$ cat config.mk
export PLATFORM = sky130hd
export DESIGN_NAME = req_hold_limiter_flat
export DESIGN_NICKNAME = d
export VERILOG_FILES = /design/src/rtl/req_hold_limiter_pkg.sv /design/src/rtl/req_hold_limiter_if.sv /design/src/rtl/req_hold_limiter_chan.sv /design/src/rtl/req_hold_limiter.sv /design/src/flat_wrapper.sv
export SDC_FILE = /design/constraint.sdc
export NUM_CORES = 1
export LEC_CHECK = 0
export ABC_CLOCK_PERIOD_IN_PS = 5100
export CAP_MARGIN = 15
export CORE_MARGIN = 8
export CORE_UTILIZATION = 30
export DETAILED_ROUTE_END_ITERATION = 16
export SYNTH_ARGS = -nofsm -noshare
export SYNTH_HDL_FRONTEND = slang
export SYNTH_SLANG_ARGS = --single-unit
$ cat constraint.sdc
create_clock -name clk -period 5.1 [get_ports clk]
set_clock_uncertainty 0.15 [all_clocks]
set_input_delay 1.02 -clock clk [delete_from_list [all_inputs] [get_ports clk]]
set_output_delay 1.02 -clock clk [all_outputs]
set_load 0.03 [all_outputs]
$ cat src/rtl/req_hold_limiter_pkg.sv
// Shared arbitration definitions: requester count, channel FSM states and default hold limits.
package arb_pkg;

  localparam int NUM_REQ      = 3;
  localparam int DEF_MAX_HOLD = 8;
  localparam int DEF_COOLDOWN = 4;

  typedef enum logic [1:0] {
    ST_IDLE,
    ST_HELD,
    ST_COOL
  } chan_state_t;

endpackage

$ cat src/rtl/req_hold_limiter_if.sv
// Request/grant bundle between requesters, the hold limiter and the arbiter.
// Carries viol_count only when REQ_HOLD_STATS_EN is defined.
interface req_hold_limiter_if;
  import arb_pkg::*;

  logic [NUM_REQ:1] r_in;
  logic [NUM_REQ:1] g;
  logic [NUM_REQ:1] r_out;
  logic [NUM_REQ:1] blocked;
  logic [NUM_REQ:1] viol;
`ifdef REQ_HOLD_STATS_EN
  logic [8*NUM_REQ-1:0] viol_count;

  modport master (output r_in, output g, input r_out, input blocked, input viol, input viol_count);
  modport slave  (input r_in, input g, output r_out, output blocked, output viol, output viol_count);
`else
  modport master (output r_in, output g, input r_out, input blocked, input viol);
  modport slave  (input r_in, input g, output r_out, output blocked, output viol);
`endif

endinterface

$ cat src/rtl/req_hold_limiter_chan.sv
// One channel of the hold limiter: IDLE/HELD/COOL FSM with hold and cooldown counters.
// With REQ_HOLD_STATS_EN defined, also keeps a saturating 8-bit violation counter.
module req_hold_chan
  import arb_pkg::*;
#(
  parameter int MAX_HOLD = DEF_MAX_HOLD,
  parameter int COOLDOWN = DEF_COOLDOWN,
  parameter int CNT_W    = 4
) (
  input  logic       clk,
  input  logic       areset,
  input  logic       r_in,
  input  logic       g,
  output logic       r_out,
  output logic       blocked,
  output logic       viol
`ifdef REQ_HOLD_STATS_EN
  ,
  output logic [7:0] viol_count
`endif
);

  chan_state_t      state;
  logic [CNT_W-1:0] hc;
  logic [CNT_W-1:0] cc;

  // g is not looked at in COOL: the arbiter releases one cycle after r_out drops
  always_ff @(posedge clk or posedge areset) begin
    if (areset) begin
      state <= ST_IDLE;
      hc    <= '0;
      cc    <= '0;
      viol  <= 1'b0;
    end else begin
      viol <= 1'b0;
      case (state)
        ST_IDLE: begin
          if (g) begin
            state <= ST_HELD;
            hc    <= CNT_W'(1);
          end
        end
        ST_HELD: begin
          if (!g) begin
            state <= ST_IDLE;
            hc    <= '0;
          end else if (hc == CNT_W'(MAX_HOLD)) begin
            state <= ST_COOL;
            cc    <= CNT_W'(COOLDOWN);
            viol  <= 1'b1;
          end else begin
            hc <= hc + 1'b1;
          end
        end
        ST_COOL: begin
          if (cc == CNT_W'(1)) begin
            state <= ST_IDLE;
            hc    <= '0;
          end else begin
            cc <= cc - 1'b1;
          end
        end
        default: state <= ST_IDLE;
      endcase
    end
  end

  assign blocked = (state == ST_COOL);
  assign r_out   = blocked ? 1'b0 : r_in;

`ifdef REQ_HOLD_STATS_EN
  always_ff @(posedge clk or posedge areset) begin
    if (areset) begin
      viol_count <= '0;
    end else if (viol && (viol_count != 8'hFF)) begin
      viol_count <= viol_count + 8'd1;
    end
  end
`endif

endmodule

$ cat src/rtl/req_hold_limiter.sv
// Request conditioner in front of the fixed-priority arbiter: masks a channel that holds its grant too long.
// Define REQ_HOLD_STATS_EN to add per-channel saturating violation counters (viol_count).
module req_hold_limiter
  import arb_pkg::*;
#(
  parameter int MAX_HOLD = DEF_MAX_HOLD,
  parameter int COOLDOWN = DEF_COOLDOWN,
  parameter int CNT_W    = 4
) (
  input  logic         clk,
  input  logic         areset,
  req_hold_limiter_if.slave bus
);

  for (genvar i = 1; i <= NUM_REQ; i++) begin : g_chan
    req_hold_chan #(
      .MAX_HOLD (MAX_HOLD),
      .COOLDOWN (COOLDOWN),
      .CNT_W    (CNT_W)
    ) u_chan (
      .clk        (clk),
      .areset     (areset),
      .r_in       (bus.r_in[i]),
      .g          (bus.g[i]),
      .r_out      (bus.r_out[i]),
      .blocked    (bus.blocked[i]),
      .viol       (bus.viol[i])
`ifdef REQ_HOLD_STATS_EN
      ,
      .viol_count (bus.viol_count[8*(i-1) +: 8])
`endif
    );
  end

endmodule

$ cat src/flat_wrapper.sv
// flat-port wrapper written by rule: the top's interface ports become plain ports
module req_hold_limiter_flat import arb_pkg::*;
#(
  parameter int MAX_HOLD = DEF_MAX_HOLD,
  parameter int COOLDOWN = DEF_COOLDOWN,
  parameter int CNT_W    = 4
)
  (clk, areset, bus_r_in, bus_g, bus_r_out, bus_blocked, bus_viol);
  req_hold_limiter_if bus_i ();
  input  logic clk;
  input  logic areset;
  input wire logic [$bits(bus_i.r_in)-1:0] bus_r_in;
  input wire logic [$bits(bus_i.g)-1:0] bus_g;
  output wire logic [$bits(bus_i.r_out)-1:0] bus_r_out;
  output wire logic [$bits(bus_i.blocked)-1:0] bus_blocked;
  output wire logic [$bits(bus_i.viol)-1:0] bus_viol;
  assign bus_i.r_in = bus_r_in;
  assign bus_i.g = bus_g;
  assign bus_r_out = bus_i.r_out;
  assign bus_blocked = bus_i.blocked;
  assign bus_viol = bus_i.viol;
  req_hold_limiter #(.MAX_HOLD(MAX_HOLD), .COOLDOWN(COOLDOWN), .CNT_W(CNT_W)) u_core (.clk(clk), .areset(areset), .bus(bus_i));
endmodule
==> run_results.csv, run 1 <==
group,metric,value,unit
clocking,clockBufferDepth,2,
die,ioPinCount,17,
final_layout,area_growth,11.51,%
timing,rsz0062_at_grt,"no",
detailed_routing,drt_iter0_drc,48,
final_layout,drive_gt1_share,8.271,%
timing,slew_violations,0,
timing,slew_headroom,58.72,%
yosys,ys_seq_area_share,35.33,%
yosys,synth_most_common_cell,"dfrtp_1",
detailed_routing,drc,0,
die,die-area,0.01087,mm^2
clocking,htree_num_levels,2,
clocking,cts_buffers,5,
global_routing,grt_first_pass_wirelength,8307,um
timing,finalSetupTns,0,ns
final_layout,fin_nets,294,
die,num_rows,32,
worst_setup_path,worstSetupEndpointType,"primary output",
yosys,synth_edf_count,0,
detailed_routing,wl_per_cell,12.38,um
detailed_routing,num_vias,1832,
clocking,clkSinkCount,33,
worst_setup_path,slowest_delay,0.68,ns
clocking,cts-hold-fix-buffers,0,
yosys,synth-seq-cells,33,
worst_setup_path,path_max_fanout,1,
pwr,p_leak,1.081,nW
yosys,synth_cells,257,
hold_path,hold_class,"register to register",
clocking,insertion_delay,0.28,ns
pwr,total_power,0.0009685,W
yosys,yosys.area.top_type,"dfrtp_1",
die,die_width,104.3,um
yosys,ys.flop_type,"dfrtp_1",
run,max-cap-violations,0,
global_routing,gr-total-overflow,0,
timing,fin_crit,3.436,ns
worst_setup_path,worst-setup-path-type,"input pin to primary output",
yosys,netlist_area,0.002337,mm^2
timing,fmax,291.0,MHz
pwr,cellPowerDensity,371.6,mW/mm^2
global_routing,track_usage,8.758,%
global_routing,antenna_found_initial,0,
global_routing,grt_max_degree,30,
detailed_routing,routed_wl,4555,um
die,coreArea,0.007647,mm^2
placement,port_buffers,16,
clocking,clock-root-buffer,"clkbuf_8",
outcome,status,"complete, no violations",
yosys,synth_area_leaders,"dfrtp_1 (35%), ha_1 (11%), inv_1 (4.0%)",
detailed_routing,drt-vias-per-instance,4.978,
detailed_routing,ant_nets,0,
clocking,cts.repair.resized,0,
worst_setup_path,startpoint_type,"input pin",
pwr,ir_worst_vdd,0.0001733,V
worst_setup_path,r2r_setup_slack,2.70,ns
final_layout,num_antenna_cells,0,
yosys,syn_nets,286,
global_routing,met3_usage,2.107,%
yosys,postSynth.asyncResetShare,100.0,%
worst_setup_path,crit_required,3.93,ns
clocking,tritoncts,"yes",
timing,final_min_period_over_clock_period,67.38,%
detailed_routing,firstDrtPassIters,4,
yosys,synth_area_per_cell,9.094,um^2
placement,gp_congestion,0.8170,
placement,hpwl,3344,um
global_routing,use_met1,10.57,%
timing,worstMarginPinSlew,0.6137,ns
clocking,post_cts_buffers,0,
yosys,ys_types,57,
worst_setup_path,cp_slowest_cell,"clkdlybuf4s50_1",
clocking,clk_pin_slew,0.08,ns
worst_setup_path,worstPathCellList,"clkdlybuf4s50_1 > nor2b_1 > clkdlybuf4s50_1",
die,die_y,104.3,um
yosys,synth.top_cells.by_count,"dfrtp_1 (33), inv_1 (25), ha_1 (21)",
global_routing,use_met2,14.89,%
global_routing,top_usage_layer,"met2",
yosys,ys_warn_count,0,
timing,finalSetupViolations,0,
worst_setup_path,arrival,2.27,ns
global_routing,grt_pass1_vias,1858,
worst_setup_path,crit_top_cell,"clkdlybuf4s50_1",
timing,finalHoldViolCount,0,
yosys,yosysTopAreaCellShare,35.33,%
die,start_util,30.56,%
## logic make-up after synthesis
kind of cell	Yosys count	share of synthesized area, %
AO/OA/AOI/OAI	66	19.27
XOR/XNOR	1	0.3748
adder cells (fa/ha/maj)	21	11.24
buffers and inverters	41	8.672
flip-flops	33	35.33
multiplexers	6	2.730
AND/OR/NAND/NOR	89	22.38
## cells in the final DEF, fill, tap and decap left out, types with 3 or more instances in the layout
cell | synthesis | final
or3_1 | 7 | 7
inv_1 | 25 | 25
nor3_1 | 8 | 8
a22o_1 | 5 | 5
nand2b_1 | 3 | 3
nor2b_1 | 5 | 5
clkbuf_8 | 0 | 5
o21ai_0 | 17 | 17
clkdlybuf4s50_1 | 0 | 16
nor2_1 | 11 | 11
ha_1 | 21 | 21
a21oi_1 | 12 | 12
o22ai_1 | 4 | 4
nand3_1 | 11 | 11
mux2i_1 | 3 | 3
o2bb2ai_1 | 3 | 3
or2_2 | 3 | 3
and3_1 | 3 | 3
a211oi_1 | 3 | 3
mux2_2 | 3 | 3
dfrtp_1 | 33 | 33
nand3b_1 | 4 | 4
nand2_1 | 15 | 15
## final timing paths
kind                                                from                                to  cells after the start
max in group asynchronous                         areset  u_core.g_chan[2].u_chan.state[0]                      3
max reg2reg                u_core.g_chan[1].u_chan.cc[1]     u_core.g_chan[1].u_chan.hc[3]                      6
max                                          bus_r_in[1]                      bus_r_out[1]                      3
min reg2reg                u_core.g_chan[1].u_chan.cc[1]     u_core.g_chan[1].u_chan.cc[1]                      1
min                        u_core.g_chan[1].u_chan.cc[1]     u_core.g_chan[1].u_chan.cc[1]                      1
min in group asynchronous                         areset      u_core.g_chan[3].u_chan.viol                      2
## registers in the layout (all words and copies together), names as in the netlist
signal                      flops
u_core.g_chan.u_chan.cc        12
u_core.g_chan.u_chan.hc        12
u_core.g_chan.u_chan.state      6
u_core.g_chan.u_chan.viol       3
## where the power goes
part | switching [W] | internal [W] | leakage [nW]
clock network | 0.0000980 | 0.0000947 | 0.0450
logic | 0.000234 | 0.000185 | 0.600
registers | 0.0000475 | 0.000309 | 0.437
## critical path, delay by kind of cell
family | cells | cell delay, ns
AND/OR/NAND/NOR | 1 | 0.11
buffers and inverters | 2 | 1.13
## metrics by stage
stage                     hold slack (ns)  cells  util [%]  cell area [um^2]  setup slack, ns
after floorplan                    0.3313    257         -              2337            2.386
after global placement             0.3629    360     33.00              2524            1.656
after detailed placement           0.3646    360     33.00              2524            1.645
after CTS                          0.3820    368     34.08              2606            1.651
after global routing               0.4229    368     34.08              2606            1.598
final                              0.3855    368     34.08              2606            1.664
## per-layer routing
metal,up-vias,part of all wire (%)
met5,-,0
met1,879,49
met4,0,0.70
li1,938,-
met2,13,48
met3,2,2.3
## final cells by class
cell class,instances,area [um^2]
tap,102,127.6
timing repair buffer,17,167.7
sequential,33,825.8
clock buffer,6,72.57
fill,788,5041
inverter,25,93.84
clock inverter,2,10.01
multi-input combinational,183,1309
Note: power is estimated with default switching activity, not from simulation.
==> inputs of run 2 (changes only) <==
ABC_CLOCK_PERIOD_IN_PS = 3550   (was 5100)
clock period = 3.55 ns   (was 5.1 ns; I/O delays follow)
==> run 2 against run 1 <==
  * Final cell count stayed put
  * Global-route usage barely moved
  * Sequential share of layout area hardly changed
  * Final area is 0.14% higher
  * Utilization hardly changed
  * Total power up 44%
  * Critical path depth unchanged
  * Sequential cell count unchanged
  * Non-clock buffer count stayed put
  * Worst hold slack worse by 0.022 ns
  * Via count shrank 0.71%
==> run_results.csv, run 2 (synthesis gave the netlist of run 1 again) <==
group,metric,value,unit
outcome,status,"complete, no violations",
pwr,p_leak,1.080,nW
final_layout,final_common_cell,"dfrtp_1",
hold_path,hold_class,"register to register",
pwr,ir_worst_vdd,0.0002266,V
final_layout,layout_common_cells,"dfrtp_1 (33), inv_1 (25), ha_1 (21)",
timing,rsz0062_at_grt,"no",
worst_setup_path,reg2reg_depth,6,
worst_setup_path,arrival,2.05,ns
placement,port_buffers,16,
timing,finalHoldViolCount,0,
clocking,cts_buffers,5,
worst_setup_path,cp_slowest_cell,"clkdlybuf4s50_1",
worst_setup_path,worst-path-stages,3,
die,die_width,104.3,um
final_layout,area_growth,11.67,%
detailed_routing,ant_nets,0,
timing,finalSetupTns,0,ns
final_layout,num_antenna_cells,0,
pwr,clkPwrFrac,20.2,%
global_routing,grt_max_degree,30,
clocking,clk_pin_slew,0.08,ns
clocking,clock-root-buffer,"clkbuf_8",
pwr,switching_share,39.28,%
worst_setup_path,worstSetupEndpointType,"primary output",
timing,fmax,344.0,MHz
pwr,total_power,0.001390,W
run,max-cap-violations,0,
timing,fin_crit,2.907,ns
global_routing,gr-total-overflow,0,
worst_setup_path,r2r-end,"u_core.g_chan[2].u_chan.hc[3]",
worst_setup_path,worst-path-buf-inv,2,
global_routing,grt_pass1_vias,1809,
die,ioPinCount,17,
placement,gp_congestion,0.8376,
global_routing,track_usage,8.785,%
timing,final_min_period_over_clock_period,81.89,%
clocking,insertion_delay,0.28,ns
detailed_routing,drt_iter0_drc,59,
timing,worstMarginPinSlew,0.5991,ns
clocking,clkSinkCount,33,
pwr,seqPwrFrac,36.8,%
placement,dp_cells,360,
timing,slew_headroom,59.70,%
placement,hpwl,3451,um
die,die-area,0.01087,mm^2
clocking,post_cts_buffers,0,
detailed_routing,routed_wl,4616,um
clocking,clockBufferDepth,2,
detailed_routing,num_vias,1819,
worst_setup_path,r2r_start,"u_core.g_chan[2].u_chan.cc[1]",
die,coreArea,0.007647,mm^2
worst_setup_path,startpoint_type,"register",
pwr,combinationalPowerShare,43.0,%
placement,postPlaceCellArea,0.002524,mm^2
final_layout,fin_cells,368,
die,num_rows,32,
die,start_util,30.56,%
clocking,cts.repair.resized,0,
detailed_routing,firstDrtPassIters,4,
worst_setup_path,r2r_setup_slack,1.16,ns
clocking,tritoncts,"yes",
worst_setup_path,slowest_delay,0.77,ns
die,die_y,104.3,um
final_layout,fin_nets,294,
pwr,internal_power,0.0008442,W
timing,slew_violations,0,
worst_setup_path,crit_required,2.69,ns
worst_setup_path,path_max_fanout,15,
final_layout,finalInstanceArea,0.002610,mm^2
final_layout,reg_top3,"u_core.g_chan.u_chan.cc (12), u_core.g_chan.u_chan.hc (12), u_core.g_chan.u_chan.state (6)",
detailed_routing,drt-vias-per-instance,4.943,
detailed_routing,drc,0,
clocking,htree_num_levels,2,
worst_setup_path,crit_end,"bus_blocked[0]",
timing,finalSetupViolations,0,
final_layout,drive_gt1_share,8.647,%
worst_setup_path,path_delay_family,"buffers and inverters",
pwr,p_switching,0.0005462,W
pwr,cellPowerDensity,532.7,mW/mm^2
detailed_routing,wl_per_cell,12.54,um
global_routing,antenna_found_initial,0,
global_routing,grt_first_pass_wirelength,8224,um
worst_setup_path,cp-startpoint,"u_core.g_chan[1].u_chan.state[0]",
clocking,cts-hold-fix-buffers,0,
worst_setup_path,worst-setup-path-type,"register to primary output",
timing,hold_slack,0.3639,ns
worst_setup_path,worstPathCellList,"inv_1 > ha_1 > clkdlybuf4s50_1",
[run 2: cell count changes in the layout (fill, tap and decap cells not counted)]
cell        change
clkbuf_1        -1
clkinvlp_4      +1
[run 2: power by group through the flow]
stage                     Sequential [W]  Combinational [W]  Clock [W]
after CTS                       0.000511           0.000601   0.000296
after global routing            0.000523           0.000690   0.000311
final                           0.000512           0.000597   0.000281
after global placement          0.000516           0.000591          0
after detailed placement        0.000518           0.000598          0
after floorplan                 0.000503           0.000493          0
[run 2: per-stage QoR]
step / worst slack, ns / utilization (%)
2_1_floorplan: 1.146 / -
3_3_place_gp: 0.6452 / 33.00
3_5_place_dp: 0.5889 / 33.00
4_1_cts: 0.6309 / 34.13
5_1_grt: 0.5019 / 34.13
6_report: 0.6428 / 34.13
[run 2: area by class of cell]
cell class	instances	area [um^2]
clock inverters	3	17.52
flip-flops and latches	33	825.8
repair buffers	17	167.7
inverters	25	93.84
well taps	102	127.6
fillers	776	5037
clock buffers	5	68.82
multi-input cells	183	1309
[run 2: worst min path at each step]
stage | start | to | slack [ns] | cells after the start
after floorplan | u_core.g_chan[1].u_chan.cc[1] | u_core.g_chan[1].u_chan.cc[1] | 0.33 | 1
after global placement | u_core.g_chan[1].u_chan.cc[1] | u_core.g_chan[1].u_chan.cc[1] | 0.36 | 1
after detailed placement | u_core.g_chan[1].u_chan.cc[1] | u_core.g_chan[1].u_chan.cc[1] | 0.35 | 1
after CTS | u_core.g_chan[1].u_chan.cc[1] | u_core.g_chan[1].u_chan.cc[1] | 0.37 | 1
after global routing | u_core.g_chan[1].u_chan.cc[1] | u_core.g_chan[1].u_chan.cc[1] | 0.41 | 1
final | u_core.g_chan[1].u_chan.cc[1] | u_core.g_chan[1].u_chan.cc[1] | 0.36 | 1
[run 2: layer usage]
metal	vias to the layer above	GRT usage, %	wire length [um]
li1	936	-	-
met1	862	10.78	2247
met2	17	14.80	2224
met3	4	2.169	105
met4	0	2.482	39
met5	-	0	0
==> inputs of run 3 (changes only) <==
ABC_CLOCK_PERIOD_IN_PS = 2990   (was 3550)
clock period = 2.99 ns   (was 3.55 ns; I/O delays follow)
==> run 3 against run 2 <==
  * Worst hold slack improved by 0.0045 ns
  * Clock power rose by 55%
  * Sequential cell count did not move
  * Register-to-register slack got worse by 0.57 ns
  * Final cell count rose by 0.54%
  * Worst setup slack got worse by 0.48 ns
  * Sequential share of layout area fell by 0.52 points
  * Wire length fell by 1.2%
  * Critical path depth did not move
  * Die area did not move
  * Sequential power rose by 19%
  * Combinational power rose by 19%
  * Critical endpoint unchanged
==> run_results.csv, run 3 (synthesis gave the netlist of run 1 again) <==
group,metric,value,unit
clocking,cts_buffers,5,
global_routing,track_usage,8.936,%
detailed_routing,drc,0,
clocking,cts-hold-fix-buffers,0,
final_layout,fin_nets,296,
placement,gp_congestion,0.7738,
clocking,tritoncts,"yes",
timing,finalSetupTns,0,ns
final_layout,num_antenna_cells,0,
detailed_routing,wl_per_cell,12.33,um
pwr,p_leak,1.101,nW
timing,slew_headroom,56.36,%
worst_setup_path,r2r_start,"u_core.g_chan[2].u_chan.cc[1]",
pwr,p_switching,0.0006638,W
clocking,clkSinkCount,33,
detailed_routing,routed_wl,4561,um
pwr,ir_worst_vdd,0.0003759,V
timing,slew_violations,0,
global_routing,grt_max_degree,34,
pwr,switching_share,37.82,%
global_routing,grt_first_pass_wirelength,8328,um
worst_setup_path,cp-startpoint,"u_core.g_chan[1].u_chan.state[0]",
timing,final_min_period_over_clock_period,94.52,%
die,coreArea,0.007647,mm^2
timing,hold_slack,0.3684,ns
final_layout,reg_top3,"u_core.g_chan.u_chan.cc (12), u_core.g_chan.u_chan.hc (12), u_core.g_chan.u_chan.state (6)",
placement,postPlaceCellArea,0.002539,mm^2
pwr,cellPowerDensity,661.4,mW/mm^2
final_layout,layout_common_cells,"dfrtp_1 (33), inv_1 (25), ha_1 (21)",
hold_path,hold_class,"register to register",
timing,worstMarginPinSlew,0.6488,ns
pwr,total_power,0.001755,W
global_routing,grt_pass1_vias,1807,
timing,fmax,353.8,MHz
die,start_util,30.56,%
run,max-cap-violations,0,
pwr,clkPwrFrac,24.8,%
detailed_routing,drt_iter0_drc,63,
placement,hpwl,3300,um
final_layout,area_growth,13.54,%
detailed_routing,firstDrtPassIters,6,
pwr,internal_power,0.001091,W
timing,fin_crit,2.826,ns
timing,finalHoldViolCount,0,
final_layout,final_core_util,34.70,%
worst_setup_path,arrival,2.08,ns
die,die-area,0.01087,mm^2
pwr,seqPwrFrac,34.6,%
worst_setup_path,crit_required,2.24,ns
detailed_routing,num_vias,1878,
timing,rsz0062_at_grt,"no",
clocking,cts.repair.resized,0,
final_layout,final_common_cell,"dfrtp_1",
worst_setup_path,worstSetupEndpointType,"primary output",
die,num_rows,32,
hold_path,whs_path_depth,1,
detailed_routing,ant_nets,0,
final_layout,finalInstanceArea,0.002654,mm^2
global_routing,gr-total-overflow,0,
timing,finalSetupViolations,0,
clocking,htree_num_levels,2,
worst_setup_path,worst-setup-path-type,"register to primary output",
worst_setup_path,reg2reg_depth,6,
clocking,clockBufferDepth,2,
global_routing,antenna_found_initial,0,
clocking,clock-root-buffer,"clkbuf_8",
clocking,post_cts_buffers,0,
placement,port_buffers,16,
worst_setup_path,startpoint_type,"register",
clocking,clk_pin_slew,0.08,ns
outcome,status,"complete, no violations",
final_layout,drive_gt1_share,9.328,%
clocking,insertion_delay,0.29,ns
die,ioPinCount,17,
pwr,combinationalPowerShare,40.5,%
detailed_routing,drt-vias-per-instance,5.076,
die,die_width,104.3,um
hold_path,hp-start,"u_core.g_chan[1].u_chan.cc[1]",
die,die_y,104.3,um
worst_setup_path,path_max_fanout,15,
[run 3: changes by cell type in the layout (fill, tap and decap cells not counted)]
cell / delta
clkinv_4: +1
clkinv_2: -2
bufinv_16: +1
buf_4: +2
[run 3: critical path, stage by stage (launching register included)]
cell	delay (ns)
dfrtp_1	0.41
inv_1	0.11
ha_1	0.49
clkdlybuf4s50_1	0.77
[run 3: final cells by class]
| type | count | area [um^2] |
|---|---|---|
| Sequential cell | 33 | 825.8 |
| Timing Repair Buffer | 19 | 182.7 |
| Clock buffer | 5 | 68.82 |
| Multi-Input combinational cell | 183 | 1309 |
| Tap cell | 102 | 127.6 |
| Clock inverter | 3 | 46.29 |
| Fill cell | 762 | 4994 |
| Inverter | 25 | 93.84 |
[run 3: power groups by stage]
| stage | Clock (W) | Sequential [W] | Combinational, W |
|---|---|---|---|
| 6_report | 0.000436 | 0.000608 | 0.000712 |
| 2_1_floorplan | 0 | 0.000597 | 0.000585 |
| 3_3_place_gp | 0 | 0.000615 | 0.000701 |
| 3_5_place_dp | 0 | 0.000615 | 0.000711 |
| 5_1_grt | 0.000472 | 0.000624 | 0.000824 |
| 4_1_cts | 0.000456 | 0.000607 | 0.000713 |
[run 3: final timing paths]
check                                                endpoint  slack (ns)
min in group asynchronous        u_core.g_chan[1].u_chan.viol        0.55
worst max register to register  u_core.g_chan[2].u_chan.hc[3]        0.59
worst max-delay path                           bus_blocked[0]        0.16
max in group asynchronous       u_core.g_chan[2].u_chan.hc[1]        1.82
worst min-delay path            u_core.g_chan[1].u_chan.cc[1]        0.37
worst min register to register  u_core.g_chan[1].u_chan.cc[1]        0.37
[run 3: through the flow]
step / std cells / worst slack [ns]
2_1_floorplan: 257 / 0.6978
3_3_place_gp: 362 / 0.3731
3_5_place_dp: 362 / 0.3535
4_1_cts: 370 / 0.1636
5_1_grt: 370 / 0.02474
6_report: 370 / 0.1639
[run 3: metal layers]
| layer | global-route usage (%) | up-vias | wire (um) |
|---|---|---|---|
| met5 | 0 | - | 0 |
| met4 | 2.896 | 0 | 53 |
| met2 | 13.98 | 14 | 2121 |
| li1 | - | 941 | - |
| met1 | 11.63 | 917 | 2276 |
| met3 | 2.354 | 6 | 109 |
